$ cat src/rtl/sim_status.sv
// Simulation verdict tracker: collects pass/error/heartbeat events, settles a verdict,
// drains, then runs a finish handshake. Optional watchdog: EXM_SIM_STATUS_WATCHDOG_EN.
module sim_status #(
  parameter int unsigned ERR_MAX      = 8,
  parameter int unsigned DRAIN_CYCLES = 16,
  parameter int unsigned WDOG_CYCLES  = 1024
) (
  input  logic        sim_status_clk_ip,
  input  logic        sim_status_rst_n_ip,
  input  logic        sim_status_pass_ip,
  input  logic        sim_status_err_ip,
  input  logic        sim_status_beat_ip,
  input  logic        sim_status_finish_ack_ip,
  output logic        sim_status_finish_req_op,
  output logic [1:0]  sim_status_code_op,
  output logic [7:0]  sim_status_err_cnt_op,
  output logic [31:0] sim_status_cycles_op,
  output logic        sim_status_done_op
);

  typedef enum logic [1:0] {
    ST_RUN   = 2'd0,
    ST_DRAIN = 2'd1,
    ST_REQ   = 2'd2,
    ST_DONE  = 2'd3
  } state_t;

  localparam logic [1:0]  CODE_RUN   = 2'b00;
  localparam logic [1:0]  CODE_PASS  = 2'b01;
  localparam logic [1:0]  CODE_FAIL  = 2'b10;
  localparam logic [1:0]  CODE_WDOG  = 2'b11;
  localparam logic [7:0]  ERR_LIMIT  = 8'(ERR_MAX);
  localparam logic [15:0] DRAIN_LAST = 16'(DRAIN_CYCLES - 32'd1);

  function automatic logic [7:0] sat_inc8(input logic [7:0] v);
    if (v == 8'hFF) begin
      return v;
    end else begin
      return v + 8'd1;
    end
  endfunction

  function automatic logic [31:0] sat_inc32(input logic [31:0] v);
    if (v == 32'hFFFF_FFFF) begin
      return v;
    end else begin
      return v + 32'd1;
    end
  endfunction

  state_t      state_r, state_nxt_s;
  logic [1:0]  code_r, code_nxt_s;
  logic [7:0]  err_cnt_r, err_cnt_nxt_s;
  logic [31:0] cycles_r, cycles_nxt_s;
  logic [15:0] drain_cnt_r, drain_cnt_nxt_s;
  logic        finish_req_r, done_r;
  logic        err_count_en_s;
  logic        wdog_hit_s;

`ifdef EXM_SIM_STATUS_WATCHDOG_EN
  logic [31:0] idle_cnt_r, idle_cnt_nxt_s;

  // Idle counter: cleared by any heartbeat, advances only while the test is running.
  always_comb begin
    idle_cnt_nxt_s = idle_cnt_r;
    if (sim_status_beat_ip) begin
      idle_cnt_nxt_s = 32'd0;
    end else if (state_r == ST_RUN) begin
      idle_cnt_nxt_s = sat_inc32(idle_cnt_r);
    end else begin
      idle_cnt_nxt_s = idle_cnt_r;
    end
    wdog_hit_s = (state_r == ST_RUN) && (idle_cnt_nxt_s >= 32'(WDOG_CYCLES));
  end

  // Idle counter register.
  always_ff @(posedge sim_status_clk_ip) begin
    if (!sim_status_rst_n_ip) begin
      idle_cnt_r <= 32'd0;
    end else begin
      idle_cnt_r <= idle_cnt_nxt_s;
    end
  end
`else
  logic unused_wdog_s;
  assign unused_wdog_s = sim_status_beat_ip ^ (^WDOG_CYCLES);
  assign wdog_hit_s    = 1'b0;
`endif

  // Error counting is live only before the handshake starts.
  always_comb begin
    err_count_en_s = sim_status_err_ip && ((state_r == ST_RUN) || (state_r == ST_DRAIN));
    if (err_count_en_s) begin
      err_cnt_nxt_s = sat_inc8(err_cnt_r);
    end else begin
      err_cnt_nxt_s = err_cnt_r;
    end
  end

  // Verdict/drain/handshake next-state logic; fail outranks pass outranks watchdog.
  always_comb begin
    state_nxt_s     = state_r;
    code_nxt_s      = code_r;
    drain_cnt_nxt_s = drain_cnt_r;
    case (state_r)
      ST_RUN: begin
        drain_cnt_nxt_s = 16'd0;
        if (err_cnt_nxt_s >= ERR_LIMIT) begin
          code_nxt_s  = CODE_FAIL;
          state_nxt_s = ST_DRAIN;
        end else if (sim_status_pass_ip) begin
          code_nxt_s  = (err_cnt_nxt_s == 8'd0) ? CODE_PASS : CODE_FAIL;
          state_nxt_s = ST_DRAIN;
        end else if (wdog_hit_s) begin
          code_nxt_s  = CODE_WDOG;
          state_nxt_s = ST_DRAIN;
        end else begin
          code_nxt_s  = CODE_RUN;
          state_nxt_s = ST_RUN;
        end
      end
      ST_DRAIN: begin
        // A late error still spoils a pass; a watchdog verdict is final.
        if (err_count_en_s && (code_r == CODE_PASS)) begin
          code_nxt_s = CODE_FAIL;
        end else begin
          code_nxt_s = code_r;
        end
        if (drain_cnt_r == DRAIN_LAST) begin
          state_nxt_s     = ST_REQ;
          drain_cnt_nxt_s = 16'd0;
        end else begin
          state_nxt_s     = ST_DRAIN;
          drain_cnt_nxt_s = drain_cnt_r + 16'd1;
        end
      end
      ST_REQ: begin
        if (sim_status_finish_ack_ip) begin
          state_nxt_s = ST_DONE;
        end else begin
          state_nxt_s = ST_REQ;
        end
      end
      ST_DONE: begin
        state_nxt_s = ST_DONE;
      end
      default: begin
        state_nxt_s     = ST_RUN;
        code_nxt_s      = CODE_RUN;
        drain_cnt_nxt_s = 16'd0;
      end
    endcase
  end

  // Cycle counter keys off the next state so the drain-exit edge does not count.
  always_comb begin
    if ((state_nxt_s == ST_RUN) || (state_nxt_s == ST_DRAIN)) begin
      cycles_nxt_s = sat_inc32(cycles_r);
    end else begin
      cycles_nxt_s = cycles_r;
    end
  end

  // State and output registers; reset overrides every event.
  always_ff @(posedge sim_status_clk_ip) begin
    if (!sim_status_rst_n_ip) begin
      state_r      <= ST_RUN;
      code_r       <= CODE_RUN;
      err_cnt_r    <= 8'd0;
      cycles_r     <= 32'd0;
      drain_cnt_r  <= 16'd0;
      finish_req_r <= 1'b0;
      done_r       <= 1'b0;
    end else begin
      state_r      <= state_nxt_s;
      code_r       <= code_nxt_s;
      err_cnt_r    <= err_cnt_nxt_s;
      cycles_r     <= cycles_nxt_s;
      drain_cnt_r  <= drain_cnt_nxt_s;
      finish_req_r <= (state_nxt_s == ST_REQ);
      done_r       <= (state_nxt_s == ST_DONE);
    end
  end

  assign sim_status_finish_req_op = finish_req_r;
  assign sim_status_code_op       = code_r;
  assign sim_status_err_cnt_op    = err_cnt_r;
  assign sim_status_cycles_op     = cycles_r;
  assign sim_status_done_op       = done_r;

endmodule

$ cat config.mk
export PLATFORM = sky130hd
export DESIGN_NAME = sim_status
export DESIGN_NICKNAME = d
export VERILOG_FILES = /design/src/rtl/sim_status.sv
export SDC_FILE = /design/constraint.sdc
export NUM_CORES = 1
export LEC_CHECK = 0
export CAP_MARGIN = 10
export CORE_AREA = 10 10 117 119
export CTS_CLUSTER_SIZE = 16
export DETAILED_ROUTE_END_ITERATION = 8
export DIE_AREA = 0 0 127 129
export PLACE_DENSITY = 0.56
export SLEW_MARGIN = 20
export SYNTH_ARGS = -nofsm -noshare
export SYNTH_HDL_FRONTEND = slang
export SYNTH_SLANG_ARGS = --single-unit
$ cat constraint.sdc
create_clock -name sim_status_clk_ip -period 4.4 [get_ports sim_status_clk_ip]
set_clock_uncertainty 0.05 [all_clocks]
set_input_delay 0.66 -clock sim_status_clk_ip [delete_from_list [all_inputs] [get_ports sim_status_clk_ip]]
set_output_delay 0.66 -clock sim_status_clk_ip [all_outputs]
set_load 0.1 [all_outputs]
==> results.toml <==
[power]
power_mw = 1.57
peakVddDrop_mv = 0.165
total_leakage_power_nw = 1.40
powerDensity_mw_per_mm2 = 369

[run]
drv_cap = 0

[clock_tree]
cts.htree.levels = 3
cts_resized = 0
post-cts-setup-buffers = 0
clock_latency_ps = 330
clockBufferDepth = 2
cts.sinks = 62
cts_hold_buffers = 0
cts_tree = "built"
root_buffer = "clkbuf_16"
numCtsBuffers = 9
clk_pin_slew_ps = 50

[synth]
yosysSeqAreaShare_pct = 37.4
synth_top_area_cell = "dfxtp_1"
syn_area_per_cell_um2 = 8.33
synthCells = 398
ys_top_cells_by_area = "dfxtp_1 (37%), a21oi_1 (5.9%), or4_1 (5.0%)"
netlist_area_mm2 = 0.00332
synth_top_area_share_pct = 37.4
ys_ff_latch = 62
yosys_warnings = 0
async_flop_share_pct = 0
synthFlopType = "dfxtp_1"
synth_nets = 407
yosysUniqueCellTypes = 53
synth-edff-count = 0

[sta]
maxSlewHeadroom_pct = 32.5
tightest_slew_ps = 1010
rsz0062_at_grt = "false"
fin_setup_tns_ps = 0
maxSlewViolCount = 0
setup_viol = 0
finalCritPeriodShare_pct = 61.4
hold_viol = 0
fmax_mhz = 370
period_minus_slack_ps = 2700

[critical_path]
start_kind = "flop"
worst_setup_path_end_kind = "output port"
critPathArrivalTime_ps = 1990
r2r-start = "drain_cnt_r[8]$_SDFFE_PN0N_"
rrSetupSlack_ps = 1880
slowest_delay_ps = 1200
slowest_stage = "clkdlybuf4s50_1"
path_buf_inv = 1
critical-path-top-delay-family = "buffers and inverters"
worstRegToRegCells = 5
r2r_end = "sim_status_cycles_op[22]$_SDFFE_PN0P_"
critical_path_class = "reg2out"
crit_chain = "clkdlybuf4s50_1"
cp_data_required_time_ps = 3690
worstPathMaxFanout = 8

[layout]
utilization_pct = 37.5
diodes = 0
drive_gt1_share_pct = 6.62
area_delta_synth_final_pct = 28.0
finalNetCount = 442

[placed_design]
io_buffers = 48
gp_congestion = 0.784
hpwlAfterDp_mm = 6.05

[status]
status = "finished, final reports clean"

[die]
dieArea_mm2 = 0.0164
core_mm2 = 0.0113
die_w_um = 127
std_cell_rows = 39
ios = 50
start_util_pct = 29.3
die_h_um = 129

[grt]
grt_pass1_wl_mm = 14.3
grt_use_met3_pct = 3.08
grtUsageTotal_pct = 10.4
grt_start_max_net_pins = 45
top_usage_layer = "met2"
gr-usage-met1_pct = 14.1
grt.met2_usage_pct = 14.6
grt_pass1_vias = 2762
antenna_found_initial = 0
overflow = 0

[worst_hold_path]
holdCritStartpoint = "sim_status_cycles_op[25]$_SDFFE_PN0P_"
min_to = "sim_status_cycles_op[25]$_SDFFE_PN0P_"
min_path_cells = 2
min_path_type = "reg2reg"

[routing]
first_pass_iters = 4
drtAntennaViolNets = 0
drt-total-wl_mm = 8.67
drt_iter0_markers = 210
wire_per_inst_um = 14.9
avgViaCountPerCell = 5.46
drcViolationCount = 0
vias = 3174
where the power goes:
group,switching (mW),internal (mW),total (mW)
logic,0.0795,0.0319,0.111
registers,0.0105,0.569,0.580
clock network,0.252,0.625,0.877
total,0.342,1.23,1.57
cells in the mapped netlist (2+ instances only):
master	n
o211ai_1	3
nand2_1	36
ha_1	3
or3_1	9
buf_4	3
and4_1	8
nor4_1	3
nor2_1	21
nor2b_1	3
o211a_1	2
nand3_1	21
buf_6	3
nand4_1	13
inv_1	11
dfxtp_1	62
and2_1	4
o21ai_1	2
a311oi_1	4
clkbuf_1	16
nor3_1	10
o21ai_0	11
a22oi_1	2
a31oi_1	7
mux2i_1	12
nand2b_1	11
buf_2	4
a21oi_1	39
o31ai_1	20
a21o_1	4
a2111o_1	2
and3_1	4
or4_1	22
nor3b_1	3
how the worst max path moves through the flow:
stage / start / to / slack (ps) / depth (start not counted)
final: sim_status_cycles_op[3]$_SDFFE_PN0P_ / sim_status_cycles_op[3] / 1700 / 1
after global routing: sim_status_cycles_op[3]$_SDFFE_PN0P_ / sim_status_cycles_op[3] / 1620 / 1
after CTS: sim_status_err_cnt_op[4]$_SDFF_PN0_ / sim_status_err_cnt_op[4] / 1690 / 1
after detailed placement: sim_status_rst_n_ip / sim_status_cycles_op[9]$_SDFFE_PN0P_ / 1600 / 5
after global placement: sim_status_rst_n_ip / sim_status_cycles_op[17]$_SDFFE_PN0P_ / 1660 / 5
after floorplan: sim_status_cycles_op[9]$_SDFFE_PN0P_ / sim_status_cycles_op[1]$_SDFFE_PN0P_ / 1600 / 8
sequential cells by signal (all words and copies together), names as in the netlist:
signal	flops
sim_status_cycles_op	32
drain_cnt_r	16
sim_status_err_cnt_op	8
sim_status_code_op	2
state_r	2
sim_status_done_op	1
sim_status_finish_req_op	1
routing by layer:
layer / vias up / share of wire, % / routed length [µm]
met5: - / 0 / 0
met4: 0 / 1.6 / 138
met3: 10 / 5.6 / 484
met2: 66 / 43 / 3740
met1: 1511 / 50 / 4300
li1: 1587 / - / -
layout by cell type, fill, tap and decap left out, types with 7 or more instances in the layout:
master,n
nand4_1,13
nor2_1,21
clkdlybuf4s50_1,48
mux2i_1,12
inv_1,10
and4_1,8
a31oi_1,7
nor3_1,10
dfxtp_1,62
or4_1,22
nand2_1,36
a21oi_1,39
nand3_1,21
o31ai_1,20
or3_1,9
o21ai_0,11
clkbuf_16,9
nand2b_1,11
layout make-up:
cell class / instances / area (µm²)
tap: 143 / 179
timing repair buffer: 51 / 503
sequential: 62 / 1240
inverter: 11 / 41.3
clock buffer: 10 / 239
multi-input combinational: 298 / 1910
clock inverter: 6 / 133
fill: 1174 / 7080
per-stage QoR:
stage / std cells / worst slack [ps] / hold slack, ps / area [µm²]
after global routing: 581 / 1620 / 472 / 4250
after CTS: 581 / 1690 / 448 / 4230
after floorplan: 398 / 1600 / 405 / 3320
after global placement: 565 / 1660 / 428 / 3860
after detailed placement: 565 / 1600 / 438 / 3860
final: 581 / 1700 / 445 / 4250
cells by family (layout without fill, tap and decap cells):
group	Yosys count	after routing	share of synthesized area (%)
compound gates	104	104	20.5
xor+xnor	1	1	0.264
fa+ha+maj	3	3	1.13
buf+inv	38	78	5.81
flops	62	62	37.4
mux	13	13	3.96
simple gates	177	177	30.9
(Power assumes the default switching activity.)
